**config.mk**
```make
export PLATFORM = sky130hd
export DESIGN_NAME = dccm_arbiter
export DESIGN_NICKNAME = d
export VERILOG_FILES = /design/src/rtl/dccm_ctrl_pkg.sv /design/src/rtl/dccm_arbiter_rr.sv /design/src/rtl/dccm_arbiter.sv
export SDC_FILE = /design/constraint.sdc
export NUM_CORES = 1
export LEC_CHECK = 0
export ABC_AREA = 0
export BUFFER_PORTS_ARGS = -buffer_cell sky130_fd_sc_hd__buf_2
export CAP_MARGIN = 20
export CORE_MARGIN = 2
export CORE_UTILIZATION = 43
export DETAILED_ROUTE_END_ITERATION = 10
export PLACE_DENSITY = 0.92
export SETUP_SLACK_MARGIN = 0.4
export SLEW_MARGIN = 20
export SYNTH_ARGS = -nofsm -noshare
export SYNTH_HDL_FRONTEND = slang
export SYNTH_SLANG_ARGS = --single-unit
```
**constraint.sdc**
```tcl
create_clock -name clk_i -period 3.5 [get_ports clk_i]
set_input_delay 0.35 -clock clk_i [delete_from_list [all_inputs] [get_ports clk_i]]
set_output_delay 0.35 -clock clk_i [all_outputs]
set_load 0.02 [all_outputs]
```
**src/rtl/dccm_ctrl_pkg.sv**
```systemverilog
// Shared types and constants for the DCCM SRAM arbiter.
// Tag ids are sized for the largest supported requester count.
package dccm_ctrl_pkg;

   localparam int unsigned DefaultAw = 10;
   localparam int unsigned Depth     = 2 ** DefaultAw;
   localparam int unsigned MaxReq    = 4;
   localparam int unsigned IdW       = $clog2(MaxReq);

   typedef enum logic {
      INIT  = 1'b0,
      READY = 1'b1
   } state_e;

   typedef struct packed {
      logic           valid;
      logic [IdW-1:0] id;
   } rsp_tag_t;

endpackage

```
**src/rtl/dccm_arbiter_rr.sv**
```systemverilog
// Combinational round-robin picker: first asserted request at or above
// the pointer, wrapping modulo N.
module rr_arbiter #(
   parameter  int unsigned N    = 2,
   localparam int unsigned IdxW = (N > 1) ? $clog2(N) : 1
) (
   input  logic [N-1:0]    req_i,
   input  logic [IdxW-1:0] ptr_i,
   output logic [N-1:0]    gnt_o,
   output logic [IdxW-1:0] idx_o
);

   logic            found;
   logic [IdxW-1:0] cand;

   always_comb begin
      gnt_o = '0;
      idx_o = '0;
      found = 1'b0;
      cand  = '0;
      for (int unsigned off = 0; off < N; off++) begin
         cand = IdxW'((32'(ptr_i) + off) % N);
         if (!found && req_i[cand]) begin
            found        = 1'b1;
            gnt_o[cand]  = 1'b1;
            idx_o        = cand;
         end
      end
   end

endmodule

```
**src/rtl/dccm_arbiter.sv**
```systemverilog
// Round-robin front end for the single-port DCCM SRAM, with optional
// zero-fill after reset and 1-cycle read-response routing.
module dccm_arbiter
   import dccm_ctrl_pkg::*;
#(
   parameter int unsigned NReq    = 2,
   parameter int unsigned Aw      = 10,
   parameter int unsigned Dw      = 32,
   parameter bit          MemInit = 1'b1
) (
   input  logic                      clk_i,
   input  logic                      rst_ni,
   input  logic [NReq-1:0]           req_i,
   input  logic [NReq-1:0]           we_i,
   input  logic [NReq-1:0][Aw-1:0]   addr_i,
   input  logic [NReq-1:0][Dw-1:0]   wdata_i,
   input  logic [NReq-1:0][Dw/8-1:0] be_i,
   output logic [NReq-1:0]           gnt_o,
   output logic [NReq-1:0]           rvalid_o,
   output logic [Dw-1:0]             rdata_o,
   output logic                      init_done_o,
   output logic                      mem_req_o,
   output logic                      mem_we_o,
   output logic [Aw-1:0]             mem_addr_o,
   output logic [Dw-1:0]             mem_wdata_o,
   output logic [Dw/8-1:0]           mem_be_o,
   input  logic [Dw-1:0]             mem_rdata_i
);

   localparam int unsigned PtrW = $clog2(NReq);

   state_e          state_q;
   logic [Aw-1:0]   cnt_q;
   logic [PtrW-1:0] ptr_q, ptr_d;
   rsp_tag_t        tag_q, tag_d;
   logic [Dw-1:0]   rdata_q;

   logic [NReq-1:0] arb_gnt;
   logic [PtrW-1:0] arb_idx;
   logic            any_req;
   logic            in_init;
   logic            in_ready;

   // Gating with rst_ni keeps the SRAM idle while reset is held, even
   // though the state register already sits in INIT.
   assign in_init     = rst_ni && (state_q == INIT);
   assign in_ready    = rst_ni && (state_q == READY);
   assign any_req     = |req_i;
   assign init_done_o = (state_q == READY);

   rr_arbiter #(.N(NReq)) u_rr (
      .req_i (req_i),
      .ptr_i (ptr_q),
      .gnt_o (arb_gnt),
      .idx_o (arb_idx)
   );

   always_comb begin
      gnt_o       = '0;
      mem_req_o   = 1'b0;
      mem_we_o    = 1'b0;
      mem_addr_o  = '0;
      mem_wdata_o = '0;
      mem_be_o    = '0;
      if (in_init) begin
         mem_req_o  = 1'b1;
         mem_we_o   = 1'b1;
         mem_addr_o = cnt_q;
         mem_be_o   = '1;
      end else if (in_ready) begin
         gnt_o       = arb_gnt;
         mem_req_o   = any_req;
         mem_we_o    = any_req & we_i[arb_idx];
         mem_addr_o  = addr_i[arb_idx];
         mem_wdata_o = wdata_i[arb_idx];
         mem_be_o    = be_i[arb_idx];
      end
   end

   always_comb begin
      ptr_d = ptr_q;
      if (in_ready && any_req) begin
         ptr_d = (arb_idx == PtrW'(NReq - 1)) ? '0 : arb_idx + PtrW'(1);
      end
      tag_d.valid = in_ready & any_req & ~we_i[arb_idx];
      tag_d.id    = IdW'(arb_idx);
   end

   always_ff @(posedge clk_i or negedge rst_ni) begin
      if (!rst_ni) begin
         state_q <= MemInit ? INIT : READY;
         cnt_q   <= '0;
         ptr_q   <= '0;
         tag_q   <= '0;
         rdata_q <= '0;
      end else begin
         ptr_q <= ptr_d;
         tag_q <= tag_d;
         if (tag_q.valid) begin
            rdata_q <= mem_rdata_i;
         end
         if (state_q == INIT) begin
            cnt_q <= cnt_q + Aw'(1);
            if (&cnt_q) begin
               state_q <= READY;
            end
         end
      end
   end

   // Live SRAM data while a response is due, otherwise the last response.
   assign rdata_o = tag_q.valid ? mem_rdata_i : rdata_q;

   for (genvar gi = 0; gi < NReq; gi++) begin : g_rvalid
      assign rvalid_o[gi] = tag_q.valid && (tag_q.id == IdW'(gi));
   end

endmodule

```
==> impl_metrics.csv <==
group,metric,value,unit
grt,grt_usage,0.248,
yosys,yosysWarnings,0,
detailed_routing,wirelength,9180,um
setup_path,r2r_end,"ptr_q",
worst_hold_path,hold_path.class,"in2async",
yosys,synth_xor_area_frac,0.0283,
cts,root_buffer,"clkbuf_8",
floorplanning,io_pins,215,
finish,antenna_cells,0,
yosys,synth_edf_count,0,
detailed_routing,via_count,3177,
yosys,seq_area_frac_synth,0.414,
pwr,power_density,263,mW/mm2
setup_path,arrival,2.13,ns
setup_path,cp_max_fo,48,
cts,clock_latency,0.29,ns
yosys,synth_compound_area_frac,0.234,
placed_design,gp_congestion,0.848,
pwr,p_int,0.000748,W
setup_path,endpoint_kind,"primary output",
detailed_routing,firstDrtPassIters,4,
yosys,synthMuxAreaShare,0.134,
cts,cts_tree,"done",
setup_path,critPathKind,"reg2out",
yosys,syn_inst,308,
pwr,swShare,0.272,
sta,min_period_over_period,0.708,
detailed_routing,drtAntennaViolNets,0,
yosys,async_flop_share,1.00,
yosys,synth-simple-area-share,0.116,
yosys,synth_top_flop_cell,"dfrtp_1",
finish,drive_gt1_frac,0.535,
yosys,syn-cell-area,0.00278,mm2
grt,grt_max_degree,51,
detailed_routing,drcViolationCount,0,
status,status,"finished, final reports clean",
setup_path,cp.required,3.15,ns
floorplanning,start_util,0.441,
placed_design,detailed_place_hpwl,6760,um
setup_path,cp_cell_sequence,"nand2b_2 > a31oi_1 > a221oi_1 > buf_2",
setup_path,slowest_stage,"nand2b_2",
floorplanning,die_x,84.4,um
sta,slew_headroom,0.367,
floorplanning,core_area,0.00631,mm2
cts,cts_resized,0,
sta,finalSetupViolations,0,
yosys,avgSynthCellArea,9.03,um2
yosys,synth_top_family_by_area,"compound AO/OA/AOI/OAI gates",
cts,clk_pin_slew,0.09,ns
setup_path,rr_startpoint,"init_done_o",
grt,grt_pass1_vias,3027,
placed_design,port_buffers,214,
setup_path,cp.buffers_inverters,1,
setup_path,cp.depth,4,
setup_path,crit_start,"ptr_q",
placed_design,dp_cells,570,
cts,cts.path.max_buffers,2,
cts,clock-sinks,46,
sta,finalHoldViolCount,0,
finish,layout.cells.non_filler,578,
grt,grt_pass1_wl,14600,um
yosys,yosys.area_share.adder,0.00450,
setup_path,start_kind,"flop",
pwr,pwr-share-comb,0.162,
grt,overflow,0,
floorplanning,num_rows,29,
sta,worstMarginPinSlew,0.950,ns
finish,syn_to_final_growth,40.3,%
finish,fin_nets,631,
setup_path,crit_end,"mem_addr_o[8]",
sta,hold_ws,0.105,ns
detailed_routing,drt_iter0_markers,147,
floorplanning,dieArea,0.00713,mm2
setup_path,rrSetupSlack,1.63,ns
pwr,power_switching,0.000279,W
pwr,vdd_drop_max,0.184,mV
yosys,synth-seq-cells,46,
flow_run,max-cap-violations,0,
pwr,seqPwrFrac,0.518,
sta,period_minus_slack,2.48,ns
sta,setup-tns-final,0,ns
grt,antenna_found_initial,0,
yosys,syn_nets,439,
sta,max_freq,403,MHz
cts,postCtsSetupBuffers,0,
finish,fillers,538,
pwr,leakage,2.20,nW
cts,cts-htree-levels,2,
detailed_routing,vias_per_cell,5.50,
floorplanning,die_h,84.4,um
detailed_routing,routedWlPerCell,15.9,um
setup_path,critical-path-top-delay-family,"simple AND/OR/NAND/NOR gates",
cts,postCtsHoldBufs,0,
setup_path,worstRegToRegCells,4,
setup_path,cp_slowest_stage_delay,0.77,ns
sta,maxSlewViolCount,0,
pwr,p_clk_frac,0.320,
cts,cts_buffers,5,
yosys,synth_cell_types,34,
sta,rsz0062_at_grt,"no",
sta,fin_worst_skew,0.00836,ns
## power groups by stage
stage	logic [W]	registers (W)	clock network, W
5_1_grt	0.000184	0.000532	0.000366
6_report	0.000167	0.000532	0.000328
2_1_floorplan	0.0000708	0.000542	0
3_3_place_gp	0.000158	0.000542	0
3_5_place_dp	0.000165	0.000543	0
4_1_cts	0.000166	0.000532	0.000342
## worst min-delay path by stage
stage,slack [ns],cells past startpoint,to
floorplan,0.05,0,cnt_q[0]
global placement,0.43,2,rdata_q[29]
detailed placement,0.43,2,rdata_q[14]
CTS,0.10,2,rdata_q[29]
global route,0.11,2,rdata_q[12]
finish,0.11,2,rdata_q[29]
## metrics by stage
stage	power [W]	setup WS, ns	util	cell area [um2]
floorplan	0.000613	1.74	-	2780
global placement	0.000700	1.26	0.603	3810
detailed placement	0.000708	1.13	0.603	3810
CTS	0.00104	0.789	0.618	3900
global route	0.00108	0.816	0.619	3910
finish	0.00103	1.02	0.619	3910
## registers in the layout (all words and copies together), names as in the netlist
signal / count
cnt_q: 10
init_done_o: 1
ptr_q: 1
rdata_q: 32
tag_q: 2
## synth_stat cells, drive strengths merged (6+ instances only)
master | number | area [um2]
a21oi | 47 | 235
a31oi | 15 | 93.8
buf | 24 | 143
clkbuf | 10 | 37.5
dfrtp | 46 | 1150
mux2 | 33 | 372
nand2 | 6 | 22.5
nand3 | 33 | 165
nor2 | 6 | 22.5
o21ai | 57 | 285
xnor2 | 7 | 61.3
## logic make-up after synthesis
family / after synthesis
AO/OA/AOI/OAI: 123
AND/OR/NAND/NOR: 58
flip-flops: 46
buffers and inverters: 38
multiplexers: 33
XOR/XNOR: 9
adder cells (fa/ha/maj): 1
## area by class of cell
type / instances / area [um2] / share of cell area
multi-input cells: 224 / 1440 / 0.369
flip-flops and latches: 46 / 1150 / 0.295
repair buffers: 219 / 1110 / 0.284
well taps: 77 / 96.3 / 0.0247
clock buffers: 5 / 68.8 / 0.0176
clock inverters: 3 / 23.8 / 0.00609
inverters: 4 / 15.0 / 0.00384
## worst reg2reg max path: cells and delay by family, from the launching register on
| family | cells | cell delay (ns) |
|---|---|---|
| buffers and inverters | 1 | 0.33 |
| AOI/OAI and AO/OA | 2 | 0.22 |
| DFF | 1 | 0.66 |
| and+or+nand+nor | 1 | 0.51 |
## routing by layer
layer  GRT usage  vias up  part of all wire
met5           0        -                 0
met4      0.0476        0             0.016
met3      0.0442       17             0.065
met2       0.442      162              0.51
met1       0.320     1501              0.41
li1            -     1497                 -
## cells in the final DEF (no fill, tap or decap), types with 3 or more instances in the layout
master	count
buf_2	214
a21oi_1	47
o21ai_0	46
dfrtp_1	46
mux2_2	33
nand3_1	33
a31oi_1	15
o21ai_1	11
xnor2_1	7
nor2_1	6
nand2_1	5
clkbuf_8	5
buf_4	5
nand4_1	3
No activity file was read; power rests on OpenSTA's default activity.
